[config.mk]
export PLATFORM = sky130hd
export DESIGN_NAME = range_gate_gen_flat
export DESIGN_NICKNAME = d
export VERILOG_FILES = /design/src/rtl/range_gate_pkg.sv /design/src/rtl/range_gate_gen_if.sv /design/src/rtl/gate_cfg_parser.sv /design/src/rtl/range_gate_gen.sv /design/src/flat_wrapper.sv
export SDC_FILE = /design/constraint.sdc
export NUM_CORES = 1
export LEC_CHECK = 0
export ABC_AREA = 1
export ABC_CLOCK_PERIOD_IN_PS = 10200
export CAP_MARGIN = 40
export CORE_MARGIN = 2
export CORE_UTILIZATION = 46
export CTS_BUF_LIST = sky130_fd_sc_hd__clkbuf_16
export DETAILED_ROUTE_END_ITERATION = 16
export HOLD_SLACK_MARGIN = 0.1
export PLACE_DENSITY_LB_ADDON = 0.2
export RECOVER_POWER = 25
export SETUP_SLACK_MARGIN = 0.1
export SYNTH_ARGS = -nofsm -noshare
export SYNTH_HDL_FRONTEND = slang
export SYNTH_SLANG_ARGS = --single-unit
[constraint.sdc]
create_clock -name clk -period 10.2 [get_ports clk]
set_input_delay 1.53 -clock clk [delete_from_list [all_inputs] [get_ports clk]]
set_output_delay 1.53 -clock clk [all_outputs]
set_load 0.005 [all_outputs]
[src/rtl/range_gate_pkg.sv]
// Shared constants and parser state type for the range-gate generator.
// Frame layout: header, control, 4-byte delay, 4-byte width, XOR checksum.
package range_gate_pkg;

  localparam logic [7:0]  FRAME_HDR = 8'hBD;
  localparam int unsigned FRAME_LEN = 11;

  localparam logic [3:0] OFF_CTRL = 4'd1;
  localparam logic [3:0] OFF_DLY  = 4'd2;
  localparam logic [3:0] OFF_WID  = 4'd6;
  localparam logic [3:0] OFF_CSUM = 4'(FRAME_LEN - 1);

  typedef enum logic [1:0] {
    StIdle,
    StBody,
    StDiscard
  } parser_state_e;

endpackage

[src/rtl/range_gate_gen_if.sv]
// Fire marker, host config byte stream and gate/status outputs of range_gate_gen.
interface range_gate_gen_if #(
  parameter int unsigned NUM_CH = 4
);
  logic              tstart;
  logic [7:0]        cfg_data;
  logic              cfg_valid;
  logic              cfg_last;
  logic [NUM_CH-1:0] gate_out;
  logic              busy;
  logic              cfg_done;
  logic              cfg_err;

  modport master (
    output tstart, cfg_data, cfg_valid, cfg_last,
    input  gate_out, busy, cfg_done, cfg_err
  );

  modport slave (
    input  tstart, cfg_data, cfg_valid, cfg_last,
    output gate_out, busy, cfg_done, cfg_err
  );
endinterface

[src/rtl/gate_cfg_parser.sv]
// Host frame parser: collects one 11-byte channel-timing frame, verifies it and
// presents the decoded fields alongside a one-cycle done or error pulse.
module gate_cfg_parser
  import range_gate_pkg::*;
#(
  parameter int unsigned NUM_CH = 4,
  parameter int unsigned CNT_W  = 32
) (
  input  logic             clk,
  input  logic             rst_n,
  input  logic [7:0]       cfg_data_i,
  input  logic             cfg_valid_i,
  input  logic             cfg_last_i,
  output logic             cfg_done_o,
  output logic             cfg_err_o,
  output logic [3:0]       frm_ch_o,
  output logic             frm_en_o,
  output logic [CNT_W-1:0] frm_dly_o,
  output logic [CNT_W-1:0] frm_wid_o
);

  parser_state_e state_q, state_d;
  logic [3:0]    idx_q, idx_d;
  logic          en_q, en_d;
  logic [3:0]    ch_q, ch_d;
  logic [31:0]   dly_q, dly_d;
  logic [31:0]   wid_q, wid_d;
  logic [7:0]    csum_q, csum_d;
  logic          done_q, done_d;
  logic          err_q, err_d;
  logic          frame_ok;

  assign frame_ok = (csum_q == cfg_data_i) && ({28'd0, ch_q} < NUM_CH) && cfg_last_i;

  always_comb begin
    state_d = state_q;
    idx_d   = idx_q;
    en_d    = en_q;
    ch_d    = ch_q;
    dly_d   = dly_q;
    wid_d   = wid_q;
    csum_d  = csum_q;
    done_d  = 1'b0;
    err_d   = 1'b0;
    if (cfg_valid_i) begin
      unique case (state_q)
        StIdle: begin
          if (cfg_data_i == FRAME_HDR) begin
            state_d = StBody;
            idx_d   = OFF_CTRL;
            csum_d  = 8'h00;
          end else if (!cfg_last_i) begin
            // A lone junk byte that already carries cfg_last ends its own frame.
            state_d = StDiscard;
          end
        end
        StDiscard: begin
          if (cfg_last_i) state_d = StIdle;
        end
        StBody: begin
          idx_d  = idx_q + 4'd1;
          csum_d = csum_q ^ cfg_data_i;
          if (idx_q == OFF_CTRL) begin
            en_d = cfg_data_i[7];
            ch_d = cfg_data_i[3:0];
          end else if (idx_q >= OFF_DLY && idx_q < OFF_WID) begin
            dly_d = {dly_q[23:0], cfg_data_i};
          end else if (idx_q >= OFF_WID && idx_q < OFF_CSUM) begin
            wid_d = {wid_q[23:0], cfg_data_i};
          end
          if (idx_q == OFF_CSUM) begin
            done_d  = frame_ok;
            err_d   = !frame_ok;
            state_d = cfg_last_i ? StIdle : StDiscard;
          end else if (cfg_last_i) begin
            err_d   = 1'b1;
            state_d = StIdle;
          end
        end
        default: state_d = StIdle;
      endcase
    end
  end

  always_ff @(posedge clk or negedge rst_n) begin
    if (!rst_n) begin
      state_q <= StIdle;
      idx_q   <= '0;
      en_q    <= 1'b0;
      ch_q    <= '0;
      dly_q   <= '0;
      wid_q   <= '0;
      csum_q  <= '0;
      done_q  <= 1'b0;
      err_q   <= 1'b0;
    end else begin
      state_q <= state_d;
      idx_q   <= idx_d;
      en_q    <= en_d;
      ch_q    <= ch_d;
      dly_q   <= dly_d;
      wid_q   <= wid_d;
      csum_q  <= csum_d;
      done_q  <= done_d;
      err_q   <= err_d;
    end
  end

  assign cfg_done_o = done_q;
  assign cfg_err_o  = err_q;
  assign frm_ch_o   = ch_q;
  assign frm_en_o   = en_q;
  assign frm_dly_o  = CNT_W'(dly_q);
  assign frm_wid_o  = CNT_W'(wid_q);

endmodule

[src/rtl/range_gate_gen.sv]
// Multi-channel range-gate generator: a synchronised fire marker starts a shared
// time-base and each channel gates a programmable [delay, delay+width) window.
module range_gate_gen
  import range_gate_pkg::*;
#(
  parameter int unsigned NUM_CH      = 4,
  parameter int unsigned CNT_W       = 32,
  parameter int unsigned SYNC_STAGES = 3
) (
  input logic              clk,
  input logic              rst_n,
  range_gate_gen_if.slave  bus
);

  typedef logic [CNT_W:0] ext_t;

  logic [SYNC_STAGES-1:0] sync_q, sync_d;
  logic                   prev_q;
  logic                   rise_q, rise_d;
  logic                   busy_q, busy_d;
  logic [CNT_W-1:0]       cnt_q, cnt_d;
  logic [NUM_CH-1:0]      gate_q, gate_d;

  logic [NUM_CH-1:0]      en_q, en_d;
  logic [CNT_W-1:0]       dly_q [NUM_CH];
  logic [CNT_W-1:0]       dly_d [NUM_CH];
  logic [CNT_W-1:0]       wid_q [NUM_CH];
  logic [CNT_W-1:0]       wid_d [NUM_CH];

  logic                   pend_vld_q, pend_vld_d;
  logic [3:0]             pend_ch_q, pend_ch_d;
  logic                   pend_en_q, pend_en_d;
  logic [CNT_W-1:0]       pend_dly_q, pend_dly_d;
  logic [CNT_W-1:0]       pend_wid_q, pend_wid_d;

  logic                   frm_done;
  logic [3:0]             frm_ch;
  logic                   frm_en;
  logic [CNT_W-1:0]       frm_dly;
  logic [CNT_W-1:0]       frm_wid;

  ext_t                   chan_end [NUM_CH];
  logic [NUM_CH-1:0]      chan_qual;
  ext_t                   end_max;
  logic                   apply;

  gate_cfg_parser #(
    .NUM_CH (NUM_CH),
    .CNT_W  (CNT_W)
  ) u_parser (
    .clk         (clk),
    .rst_n       (rst_n),
    .cfg_data_i  (bus.cfg_data),
    .cfg_valid_i (bus.cfg_valid),
    .cfg_last_i  (bus.cfg_last),
    .cfg_done_o  (frm_done),
    .cfg_err_o   (bus.cfg_err),
    .frm_ch_o    (frm_ch),
    .frm_en_o    (frm_en),
    .frm_dly_o   (frm_dly),
    .frm_wid_o   (frm_wid)
  );

  // Comparators run one bit wider than the time-base so delay+width never wraps.
  for (genvar k = 0; k < NUM_CH; k++) begin : g_chan
    assign chan_end[k]  = {1'b0, dly_q[k]} + {1'b0, wid_q[k]};
    assign chan_qual[k] = en_q[k] && (wid_q[k] != '0);
    assign gate_d[k]    = busy_q && chan_qual[k] && (cnt_q >= dly_q[k]) &&
                          ({1'b0, cnt_q} < chan_end[k]);
  end

  always_comb begin
    end_max = '0;
    for (int unsigned k = 0; k < NUM_CH; k++) begin
      if (chan_qual[k] && (chan_end[k] > end_max)) end_max = chan_end[k];
    end
  end

  always_comb begin
    sync_d = {sync_q[SYNC_STAGES-2:0], bus.tstart};
    rise_d = sync_q[SYNC_STAGES-1] && !prev_q;
    busy_d = busy_q;
    cnt_d  = cnt_q;
    if (busy_q) begin
      if (({1'b0, cnt_q} + ext_t'(1)) >= end_max) begin
        busy_d = 1'b0;
        cnt_d  = '0;
      end else if (cnt_q != '1) begin
        cnt_d = cnt_q + 1'b1;
      end
    end else if (rise_q) begin
      busy_d = 1'b1;
      cnt_d  = '0;
    end
  end

  // The channel table only changes between shots; a pending frame waits for idle.
  assign apply = pend_vld_q && !busy_q;

  always_comb begin
    en_d       = en_q;
    dly_d      = dly_q;
    wid_d      = wid_q;
    pend_vld_d = pend_vld_q;
    pend_ch_d  = pend_ch_q;
    pend_en_d  = pend_en_q;
    pend_dly_d = pend_dly_q;
    pend_wid_d = pend_wid_q;
    if (apply) begin
      for (int unsigned k = 0; k < NUM_CH; k++) begin
        if (pend_ch_q == 4'(k)) begin
          en_d[k]  = pend_en_q;
          dly_d[k] = pend_dly_q;
          wid_d[k] = pend_wid_q;
        end
      end
      pend_vld_d = 1'b0;
    end
    if (frm_done) begin
      pend_vld_d = 1'b1;
      pend_ch_d  = frm_ch;
      pend_en_d  = frm_en;
      pend_dly_d = frm_dly;
      pend_wid_d = frm_wid;
    end
  end

  always_ff @(posedge clk or negedge rst_n) begin
    if (!rst_n) begin
      sync_q     <= '0;
      prev_q     <= 1'b0;
      rise_q     <= 1'b0;
      busy_q     <= 1'b0;
      cnt_q      <= '0;
      gate_q     <= '0;
      en_q       <= '0;
      dly_q      <= '{default: '0};
      wid_q      <= '{default: '0};
      pend_vld_q <= 1'b0;
      pend_ch_q  <= '0;
      pend_en_q  <= 1'b0;
      pend_dly_q <= '0;
      pend_wid_q <= '0;
    end else begin
      sync_q     <= sync_d;
      prev_q     <= sync_q[SYNC_STAGES-1];
      rise_q     <= rise_d;
      busy_q     <= busy_d;
      cnt_q      <= cnt_d;
      gate_q     <= gate_d;
      en_q       <= en_d;
      dly_q      <= dly_d;
      wid_q      <= wid_d;
      pend_vld_q <= pend_vld_d;
      pend_ch_q  <= pend_ch_d;
      pend_en_q  <= pend_en_d;
      pend_dly_q <= pend_dly_d;
      pend_wid_q <= pend_wid_d;
    end
  end

  assign bus.gate_out = gate_q;
  assign bus.busy     = busy_q;
  assign bus.cfg_done = frm_done;

endmodule

[src/flat_wrapper.sv]
// flat-port wrapper written by rule: the top's interface ports become plain ports
module range_gate_gen_flat import range_gate_pkg::*;
#(
  parameter int unsigned NUM_CH      = 4,
  parameter int unsigned CNT_W       = 32,
  parameter int unsigned SYNC_STAGES = 3
)
  (clk, rst_n, bus_tstart, bus_cfg_data, bus_cfg_valid, bus_cfg_last, bus_gate_out, bus_busy, bus_cfg_done, bus_cfg_err);
  range_gate_gen_if #(.NUM_CH(NUM_CH)) bus_i ();
  input logic clk;
  input logic rst_n;
  input wire logic [$bits(bus_i.tstart)-1:0] bus_tstart;
  input wire logic [$bits(bus_i.cfg_data)-1:0] bus_cfg_data;
  input wire logic [$bits(bus_i.cfg_valid)-1:0] bus_cfg_valid;
  input wire logic [$bits(bus_i.cfg_last)-1:0] bus_cfg_last;
  output wire logic [$bits(bus_i.gate_out)-1:0] bus_gate_out;
  output wire logic [$bits(bus_i.busy)-1:0] bus_busy;
  output wire logic [$bits(bus_i.cfg_done)-1:0] bus_cfg_done;
  output wire logic [$bits(bus_i.cfg_err)-1:0] bus_cfg_err;
  assign bus_i.tstart = bus_tstart;
  assign bus_i.cfg_data = bus_cfg_data;
  assign bus_i.cfg_valid = bus_cfg_valid;
  assign bus_i.cfg_last = bus_cfg_last;
  assign bus_gate_out = bus_i.gate_out;
  assign bus_busy = bus_i.busy;
  assign bus_cfg_done = bus_i.cfg_done;
  assign bus_cfg_err = bus_i.cfg_err;
  range_gate_gen #(.NUM_CH(NUM_CH), .CNT_W(CNT_W), .SYNC_STAGES(SYNC_STAGES)) u_core (.clk(clk), .rst_n(rst_n), .bus(bus_i));
endmodule
==> impl_results.md <==
* Required arrival time at the worst endpoint at 10800 ps
* Startpoint class of the critical path: register
* Final number of hold-violating endpoints at 0
* I/O Buffers at 19
* Core Footprint at 78900 um^2
* Cell leakage power at 21.5 nW
* Ratio of cells with drive above 1 in the final layout at 13.0%
* Number of placement rows at 103
* HP Start: u_core.sync_q[0]$_DFF_PN0_
* Number of distinct library cell variants in the gate-level netlist after synthesis at 60
* Arr. time, crit path at 10840 ps
* Post-detailed-placement cell area at 38800 um^2
* Horizontal extent of the die at 286 um
* Largest stage delay on the critical path at 440 ps
* Max-slew headroom at the worst pin at -171%
* Depth of the worst register-to-register path at 70
* Pwr/cell area at 94.4 nW/um^2
* Average routed wire per standard cell at 21.7 um
* RSZ-0062 raised after global routing: true
* Violations in the final reports: max-capacitance violations, max-slew violations, negative setup slack
* Most Crowded Layer GR: met2
* Final worst-path cycle share at 100%
* Endpoint class of the critical path: register
* Result of the run: complete, but fails checks
* Worst min-delay path category: reg -> reg
* Routability cong. at 1.03
* Highest attainable clock frequency at 97.6 MHz
* Sum of routed wire length over all layers at 134000 um
* DR iter-0 viols at 3152
* Met3 track demand over resource in global routing at 3.01%
* Worst Slack Setup Final at -45.4 ps
* Number of vias after detailed routing at 34593
* Area Overhead vs Synth at 18.2%
* First-pass GRT wire length at 195000 um
* Transition time of the tightest slew-check pin at 4060 ps
* First-pass detailed-route iteration total at 6
* Clk_skew at 55.1 ps
* Clock slew at the register clock pins of the worst setup and hold paths at 60 ps
* Number of buffers created by CTS at 56
* Number of maximum-capacitance constraint violations at 3
* DR vias/cell at 5.62
* Final instance area at 43200 um^2
* Final HPWL from detailed placement at 103000 um
* Number of cells in the design after placement at 5989
* Setup Total Neg Slack at -250 ps
* Initial standard-cell utilization of the core at 46.4%
* Maximum VDD drop at 0.000148 V
* Largest net degree at the start of global routing at 106
* Share of flip-flops with an asynchronous set or reset after synthesis at 100%
* I/O Pins at 20
* Aggregate global-route resource usage at 31.5%
* FF+latch count, synth at 457
* Drt drc at 0
* Slack of the worst reg-to-reg path at -50 ps
* Global-route track usage on met2 at 49.7%
* Startpoint of the worst setup timing path: u_core.wid_q[96]$_DFFE_PN0P_
* Die footprint at 81800 um^2
* Chip Height at 286 um
* Total chip power at 4.08 mW
* Average cell area after synthesis at 7.44 um^2
* Clock tree from TritonCTS: done
* Hold-fix buffers, CTS at 0
* Dominant cell type by count on the critical path: nand2_1
* Setup-failing EPs final at 16
* Via count of the first global-routing pass at 32006
* Fin cells at 6160
* Final Slew Violations at 199
* Syn_nets at 5451
* Aggregate global routing overflow at 0
* Post-synth EDFFs at 0
* Latest clock arrival within the worst-skew pair at 670 ps
* End-of-flow core utilization at 54.8%
* Gate count after technology mapping at 4918
* Launch point of the worst reg-to-reg path: u_core.wid_q[96]$_DFFE_PN0P_
* Number of antenna violations at the first check in global routing at 5
* Met1 Track Usage GR at 43.9%
* Fraction of the yosys area taken by sequential cells at 31.3%
* Netlist Area Pre-Place at 36600 um^2
* Net count of the finished layout at 5597
* Htree depth at 2
* Top_reg_cell synth: dfrtp_1
* Synthesis warning total at 0
* Reg2Reg Capture Point: u_core.cnt_q[21]$_DFFE_PN0P_
* Post-place setup slack at -117 ps
* Biggest fanout along the worst timing path at 16
* Critical-path cell with the highest stage delay: a2111oi_0
* Post-route worst hold slack at 349 ps
* Sink Count at 457
* Maximum count of clock buffers along a single path at 3
* CP Capture Point: u_core.cnt_q[21]$_DFFE_PN0P_
* Clock Tree Root: clkbuf_16
* Period minus WS final at 10250 ps
* Critical path type: reg -> reg
* Final antenna-violating net count at 0
how the worst min path moves through the flow:
stage,endpoint,slack [ps],cells past startpoint
after global placement,u_core.sync_q[1]$_DFF_PN0_,340,0
after floorplan,u_core.sync_q[1]$_DFF_PN0_,330,0
final,u_core.sync_q[1]$_DFF_PN0_,350,0
after detailed placement,u_core.sync_q[1]$_DFF_PN0_,340,0
after global routing,u_core.sync_q[1]$_DFF_PN0_,380,0
after CTS,u_core.sync_q[1]$_DFF_PN0_,350,0
report_power, final:
| part | leakage [nW] | total, mW | internal [mW] | switching (mW) |
|---|---|---|---|---|
| Sequential | 6.28 | 1.89 | 1.86 | 0.0305 |
| Clock | 0.944 | 2.06 | 1.19 | 0.869 |
| Combinational | 14.3 | 0.133 | 0.0409 | 0.0917 |
Yosys cell counts (6+ instances only):
cell	instances	area, um^2
nand2_1	1259	4730
inv_1	661	2480
ha_1	516	6460
o21ai_0	496	2480
dfrtp_1	457	11400
a21oi_1	323	1620
nor2_1	240	901
nand3_1	185	926
clkbuf_1	96	360
xor2_1	92	806
nand4_1	79	494
nand3_2	60	601
nor4_1	54	338
nor3_1	47	235
nand2_2	41	257
and2_1	39	244
xnor2_1	37	324
a21o_1	19	143
o211ai_1	18	135
buf_2	17	85.1
a211oi_1	16	120
a31oi_1	16	100
mux2_2	16	180
o21a_1	14	105
o21bai_1	12	90.1
nor2_2	10	62.6
nand3b_1	8	60.1
nor3_2	6	60.1
o221ai_1	6	52.6
timing repair:
| item | CTS | global route |
|---|---|---|
| endpoints found under the setup margin | 32 | 33 |
| gates resized for setup | 11 | 343 |
| gates cloned | 3 | 17 |
| pin swaps | 1 | 116 |
| setup buffers | 3 | 44 |
| hold endpoints to repair | 0 | 0 |
kinds of logic after synthesis:
group / Yosys count / synth area share (%)
and+or+nand+nor: 2050 / 24.9
xor gates and xnor gates: 129 / 3.09
AOI/OAI and AO/OA: 962 / 14.2
muxes: 16 / 0.493
adders and majority gates: 520 / 17.9
DFF: 457 / 31.3
buffers and inverters: 784 / 8.22
cell usage in the layout, fill, tap and decap left out, types with 91 or more instances in the layout:
cell type and n:
a21oi_1 306, xor2_1 91, nor2_1 226, dfrtp_1 456
nand2_1 1195, o21ai_0 484, inv_1 661, buf_4 132
ha_1 437, nand3_1 158
worst max-delay path, delay by kind of cell, from the launching register on:
kind / cells / cell delay, ps
AND/OR/NAND/NOR: 38 / 4210
flip-flops: 1 / 400
buffers and inverters: 13 / 2010
AO/OA/AOI/OAI: 13 / 1830
adder cells (fa/ha/maj): 6 / 1760
flip-flops by register name, indices dropped and copies added, names as in the netlist, 2 cells and up:
| name | flops |
|---|---|
| u_core.pend_dly_q | 32 |
| u_core.sync_q | 3 |
| u_core.u_parser.frm_wid_o | 32 |
| u_core.u_parser.csum_q | 8 |
| u_core.wid_q | 128 |
| u_core.u_parser.frm_ch_o | 4 |
| u_core.u_parser.state_q | 2 |
| u_core.u_parser.frm_dly_o | 32 |
| u_core.en_q | 4 |
| u_core.pend_wid_q | 32 |
| u_core.bus.gate_out | 4 |
| u_core.u_parser.idx_q | 4 |
| u_core.pend_ch_q | 4 |
| u_core.cnt_q | 32 |
| u_core.dly_q | 128 |
routing by layer:
metal / share of wire [%] / up-vias
met5: 0 / -
met4: 5.1 / 0
met3: 6.7 / 290
met2: 45 / 1227
met1: 44 / 16388
li1: - / 16688
cell type report:
type | instances | area, um^2
Antenna cell | 2 | 5.00
Clock buffer | 57 | 1430
Clock inverter | 45 | 455
Fill cell | 7510 | 35600
Inverter | 662 | 2490
Multi-Input combinational cell | 3678 | 24000
Sequential cell | 457 | 11400
Tap cell | 1050 | 1310
Timing Repair Buffer | 205 | 2120
Timing Repair inverter | 4 | 30.0
Note: power is estimated with default switching activity, not from simulation.
